**src/rtl/vigna_bus_arbiter.sv**
```systemverilog
// Merges the vigna core's instruction and data ports onto a single memory port,
// one outstanding transaction at a time, with registered request and response paths.
module vigna_bus_arbiter #(
    parameter int unsigned ROUND_ROBIN = 1,
    parameter int unsigned ADDR_WIDTH  = 32
) (
    input  logic                  clk,
    input  logic                  resetn,

    input  logic                  i_valid,
    output logic                  i_ready,
    input  logic [ADDR_WIDTH-1:0] i_addr,
    input  logic [31:0]           i_wdata,
    input  logic [3:0]            i_wstrb,
    output logic [31:0]           i_rdata,

    input  logic                  d_valid,
    output logic                  d_ready,
    input  logic [ADDR_WIDTH-1:0] d_addr,
    input  logic [31:0]           d_wdata,
    input  logic [3:0]            d_wstrb,
    output logic [31:0]           d_rdata,

    output logic                  m_valid,
    input  logic                  m_ready,
    output logic [ADDR_WIDTH-1:0] m_addr,
    output logic [31:0]           m_wdata,
    output logic [3:0]            m_wstrb,
    input  logic [31:0]           m_rdata
);

    typedef enum logic [1:0] {
        IDLE = 2'd0,
        REQ  = 2'd1,
        RESP = 2'd2
    } state_e;

    typedef enum logic {
        PORT_I = 1'b0,
        PORT_D = 1'b1
    } port_e;

    state_e                state_q,      state_d;
    port_e                 last_grant_q, last_grant_d;
    logic                  m_valid_q,    m_valid_d;
    logic [ADDR_WIDTH-1:0] m_addr_q,     m_addr_d;
    logic [31:0]           m_wdata_q,    m_wdata_d;
    logic [3:0]            m_wstrb_q,    m_wstrb_d;
    logic                  i_ready_q,    i_ready_d;
    logic                  d_ready_q,    d_ready_d;
    logic [31:0]           i_rdata_q,    i_rdata_d;
    logic [31:0]           d_rdata_q,    d_rdata_d;
    logic                  take_d;

    // D wins when alone, under fixed priority, or when I was served last.
    assign take_d = d_valid && (!i_valid || (ROUND_ROBIN == 0) || (last_grant_q == PORT_I));

    always_comb begin
        state_d      = state_q;
        last_grant_d = last_grant_q;
        m_valid_d    = m_valid_q;
        m_addr_d     = m_addr_q;
        m_wdata_d    = m_wdata_q;
        m_wstrb_d    = m_wstrb_q;
        i_ready_d    = 1'b0;
        d_ready_d    = 1'b0;
        i_rdata_d    = i_rdata_q;
        d_rdata_d    = d_rdata_q;

        unique case (state_q)
            IDLE: begin
                if (i_valid || d_valid) begin
                    state_d   = REQ;
                    m_valid_d = 1'b1;
                    if (take_d) begin
                        last_grant_d = PORT_D;
                        m_addr_d     = d_addr;
                        m_wdata_d    = d_wdata;
                        m_wstrb_d    = d_wstrb;
                    end else begin
                        last_grant_d = PORT_I;
                        m_addr_d     = i_addr;
                        m_wdata_d    = i_wdata;
                        m_wstrb_d    = i_wstrb;
                    end
                end
            end
            REQ: begin
                if (m_ready) begin
                    state_d   = RESP;
                    m_valid_d = 1'b0;
                    m_wstrb_d = '0;
                    if (last_grant_q == PORT_D) begin
                        d_rdata_d = m_rdata;
                        d_ready_d = 1'b1;
                    end else begin
                        i_rdata_d = m_rdata;
                        i_ready_d = 1'b1;
                    end
                end
            end
            RESP: begin
                state_d = IDLE;
            end
            default: begin
                state_d = IDLE;
            end
        endcase
    end

    always_ff @(posedge clk) begin
        if (!resetn) begin
            state_q      <= IDLE;
            last_grant_q <= PORT_I;
            m_valid_q    <= 1'b0;
            m_addr_q     <= '0;
            m_wdata_q    <= '0;
            m_wstrb_q    <= '0;
            i_ready_q    <= 1'b0;
            d_ready_q    <= 1'b0;
            i_rdata_q    <= '0;
            d_rdata_q    <= '0;
        end else begin
            state_q      <= state_d;
            last_grant_q <= last_grant_d;
            m_valid_q    <= m_valid_d;
            m_addr_q     <= m_addr_d;
            m_wdata_q    <= m_wdata_d;
            m_wstrb_q    <= m_wstrb_d;
            i_ready_q    <= i_ready_d;
            d_ready_q    <= d_ready_d;
            i_rdata_q    <= i_rdata_d;
            d_rdata_q    <= d_rdata_d;
        end
    end

    assign m_valid = m_valid_q;
    assign m_addr  = m_addr_q;
    assign m_wdata = m_wdata_q;
    assign m_wstrb = m_wstrb_q;
    assign i_ready = i_ready_q;
    assign d_ready = d_ready_q;
    assign i_rdata = i_rdata_q;
    assign d_rdata = d_rdata_q;

endmodule

```
**config.mk**
```make
export PLATFORM = sky130hd
export DESIGN_NAME = vigna_bus_arbiter
export DESIGN_NICKNAME = d
export VERILOG_FILES = /design/src/rtl/vigna_bus_arbiter.sv
export SDC_FILE = /design/constraint.sdc
export NUM_CORES = 1
export LEC_CHECK = 0
export ABC_AREA = 1
export CORE_ASPECT_RATIO = 0.5
export CORE_UTILIZATION = 36
export CTS_CLUSTER_DIAMETER = 100
export DETAILED_ROUTE_END_ITERATION = 12
export GPL_TIMING_DRIVEN = 0
export PLACE_DENSITY = 0.76
export SETUP_SLACK_MARGIN = 0.2
export SLEW_MARGIN = 30
export SYNTH_ARGS = -nofsm -noshare
export SYNTH_HDL_FRONTEND = slang
export SYNTH_SLANG_ARGS = --single-unit
```
**constraint.sdc**
```tcl
create_clock -name clk -period 1.2 [get_ports clk]
set_clock_uncertainty 0.05 [all_clocks]
set_input_delay 0.18 -clock clk [delete_from_list [all_inputs] [get_ports clk]]
set_output_delay 0.18 -clock clk [all_outputs]
set_load 0.02 [all_outputs]
```
==> results.json, run 1 <==
{
  "critPathCaptureType": "register",
  "p_total_mw": 13.93,
  "grt_pass1_vias": 6382,
  "drt-pass1-iter-count": 5,
  "outcome": "complete, but fails checks",
  "finalCriticalPeriod_ns": 1.455,
  "r2r-end": "m_addr[30]",
  "antenna_cells": 0,
  "p_leak_nw": 4.924,
  "row_count": 32,
  "clock-sinks": 138,
  "postPlaceCellArea_um2": 9313,
  "worst_slack_ns": -0.2547,
  "syn_nets": 1065,
  "cts_buffer_depth": 2,
  "maxCapViolCount": 0,
  "finalHoldWorstSlack_ns": 0.1049,
  "netlist_area_um2": 5908,
  "finalHoldViolCount": 0,
  "min_path_type": "input port to register",
  "yosysTopAreaCell": "dfxtp_1",
  "crit_fanout": 7,
  "core_um2": 15740,
  "overflow": 0,
  "place_ws_ns": -0.6089,
  "grt_max_degree": 17,
  "cts_root_buf": "clkbuf_16",
  "fmax_ghz": 0.6874,
  "fin_tns_setup_ns": -20.02,
  "die_y_um": 92.59,
  "dp.final_hpwl_um": 14920,
  "grt_pass1_wl_um": 31020,
  "die_w_um": 183.2,
  "critPathKind": "register to register",
  "vias_per_cell": 4.611,
  "holdBufCountCts": 0,
  "vdd_ir_drop_max_uv": 1267,
  "violations": "negative setup slack",
  "dieArea_um2": 16960,
  "fin_util": 0.6788,
  "place_inst": 1418,
  "hold_path_end": "m_addr[16]",
  "drt-total-wl_um": 20210,
  "seq_area_frac_synth": 0.4676,
  "postRouteAntennaNets": 0,
  "ys_warn_count": 0,
  "fillCellCount": 1318,
  "rrSetupSlack_ns": -0.25,
  "avgSynthCellArea_um2": 6.624,
  "syn2layout_area_growth_pct": 80.77,
  "cts_inserted_buffers": 17,
  "antenna_found_initial": 0,
  "postLayoutCellArea_um2": 10680,
  "hold_path_startpoint": "resetn",
  "initial_utilization": 0.3755,
  "final_layout_size_suffix_gt1_frac": 0.3261,
  "powerDensity_nw_per_um2": 1305,
  "startpoint_type": "register",
  "cts_tree": "done",
  "crit_required_ns": 1.44,
  "track_usage": 0.2327,
  "routabilityCongestion": 0.8600,
  "io_pins": 308,
  "final_nets": 1408,
  "final_cell_mix": "310 x nor2_1, 170 x clkdlybuf4s50_1, 146 x buf_6",
  "drc": 0,
  "setup_violations": 128,
  "ys_top_cells_by_area": "dfxtp_1 47%, nor2_1 21%, o21ai_0 10%",
  "fin_cells": 1469,
  "slew-limit-headroom": 0.7019,
  "synth_top_area_share": 0.4676,
  "final_common_cell": "nor2_1",
  "ys_seq_elements": 138,
  "worstSkewPairLatency_ns": 0.40,
  "synthCells": 892,
  "r2r_start": "state_q[0]",
  "htreeDepth": 4,
  "worstPathArrival_ns": 1.70,
  "yosysUniqueCellTypes": 17,
  "whs_path_depth": 3,
  "rsz0062_at_grt": "true",
  "clkTransAtPathRegs_ns": 0.06,
  "drt_iter0_markers": 324,
  "r2r.worst_path.cells": 9,
  "vias": 6774,
  "port_buffers": 305,
  "wl_per_cell_um": 13.76,
  "period_share": 1.212,
  "drv_slew": 0,
  "worst_pin_slew_ns": 0.4472
}
## power breakdown
| group | internal (mW) | total, mW | leakage [nW] | switching (mW) |
|---|---|---|---|---|
| Combinational | 1.89 | 3.69 | 3.48 | 1.80 |
| Sequential | 5.04 | 5.31 | 1.19 | 0.268 |
| Clock | 2.72 | 4.93 | 0.261 | 2.20 |
## synth_stat cells
master,count
nor2_1,326
dfxtp_1,138
nand2_1,138
o21ai_0,121
inv_1,77
clkbuf_1,24
buf_2,15
nand3_1,15
buf_6,9
a21oi_1,7
buf_4,7
o21ai_1,7
inv_2,3
nor2_2,2
clkinv_1,1
nand2_2,1
nor2_4,1
## cell type report
| cell class | count | area (um2) | area share |
|---|---|---|---|
| multi-input cells | 618 | 2739 | 0.2564 |
| clock buffers | 18 | 429.2 | 0.04018 |
| clock inverters | 14 | 130.1 | 0.01218 |
| repair buffers | 325 | 3442 | 0.3223 |
| plain buffers | 54 | 425.4 | 0.03983 |
| inverters | 81 | 304.0 | 0.02847 |
| well taps | 221 | 276.5 | 0.02589 |
| flip-flops and latches | 138 | 2934 | 0.2747 |
## layer usage
layer | share of wire | vias up | GRT usage
met1 | 0.42 | 3097 | 0.2751
li1 | - | 3421 | -
met2 | 0.50 | 212 | 0.4135
met3 | 0.048 | 44 | 0.04522
met5 | 0 | - | 0
met4 | 0.031 | 0 | 0.09861
## logic make-up after synthesis
group | after synthesis | share of synthesized area
AO/OA/AOI/OAI | 135 | 0.1144
flip-flops | 138 | 0.4676
buffers and inverters | 136 | 0.1055
AND/OR/NAND/NOR | 483 | 0.3126
## how the worst max path moves through the flow
stage,start,to,cells past startpoint
CTS,state_q[0],m_wdata[14],9
detailed placement,i_valid,m_addr[30],8
finish,state_q[0],m_addr[30],9
global route,state_q[0],m_addr[30],9
global placement,i_valid,m_addr[29],8
floorplan,state_q[1],m_addr[5],8
## state kept, by name, summed over array words and instances, names as in the netlist
signal	flops
i_ready	1
m_wdata	32
m_wstrb	4
d_ready	1
i_rdata	32
state_q	2
d_rdata	32
m_valid	1
last_grant_q	1
m_addr	32
## worst max-delay path: stages, from the launching register on
cell and delay, ns:
dfxtp_2 0.32, inv_2 0.06, nand2_2 0.07, nor2_4 0.18, buf_12 0.14, buf_12 0.14, buf_8 0.15, nand2_2 0.07
nor2_2 0.10, nor2_1 0.06
## what timing repair did
action	4_1_cts	5_1_grt
cloned	2	1
buffers inserted	16	1
resized for setup	975	48
endpoints found under the setup margin	270	272
pin swaps	18	36
No activity file was read; power rests on OpenSTA's default activity.
==> run 2, diff against run 1 <==
Settings changed: ABC_CLOCK_PERIOD_IN_PS from default to 1200, CTS_CLUSTER_SIZE from default to 25.
==> results of run 2 <==
Same layout as run 1: the final DEF is identical, and so are final timing and power.
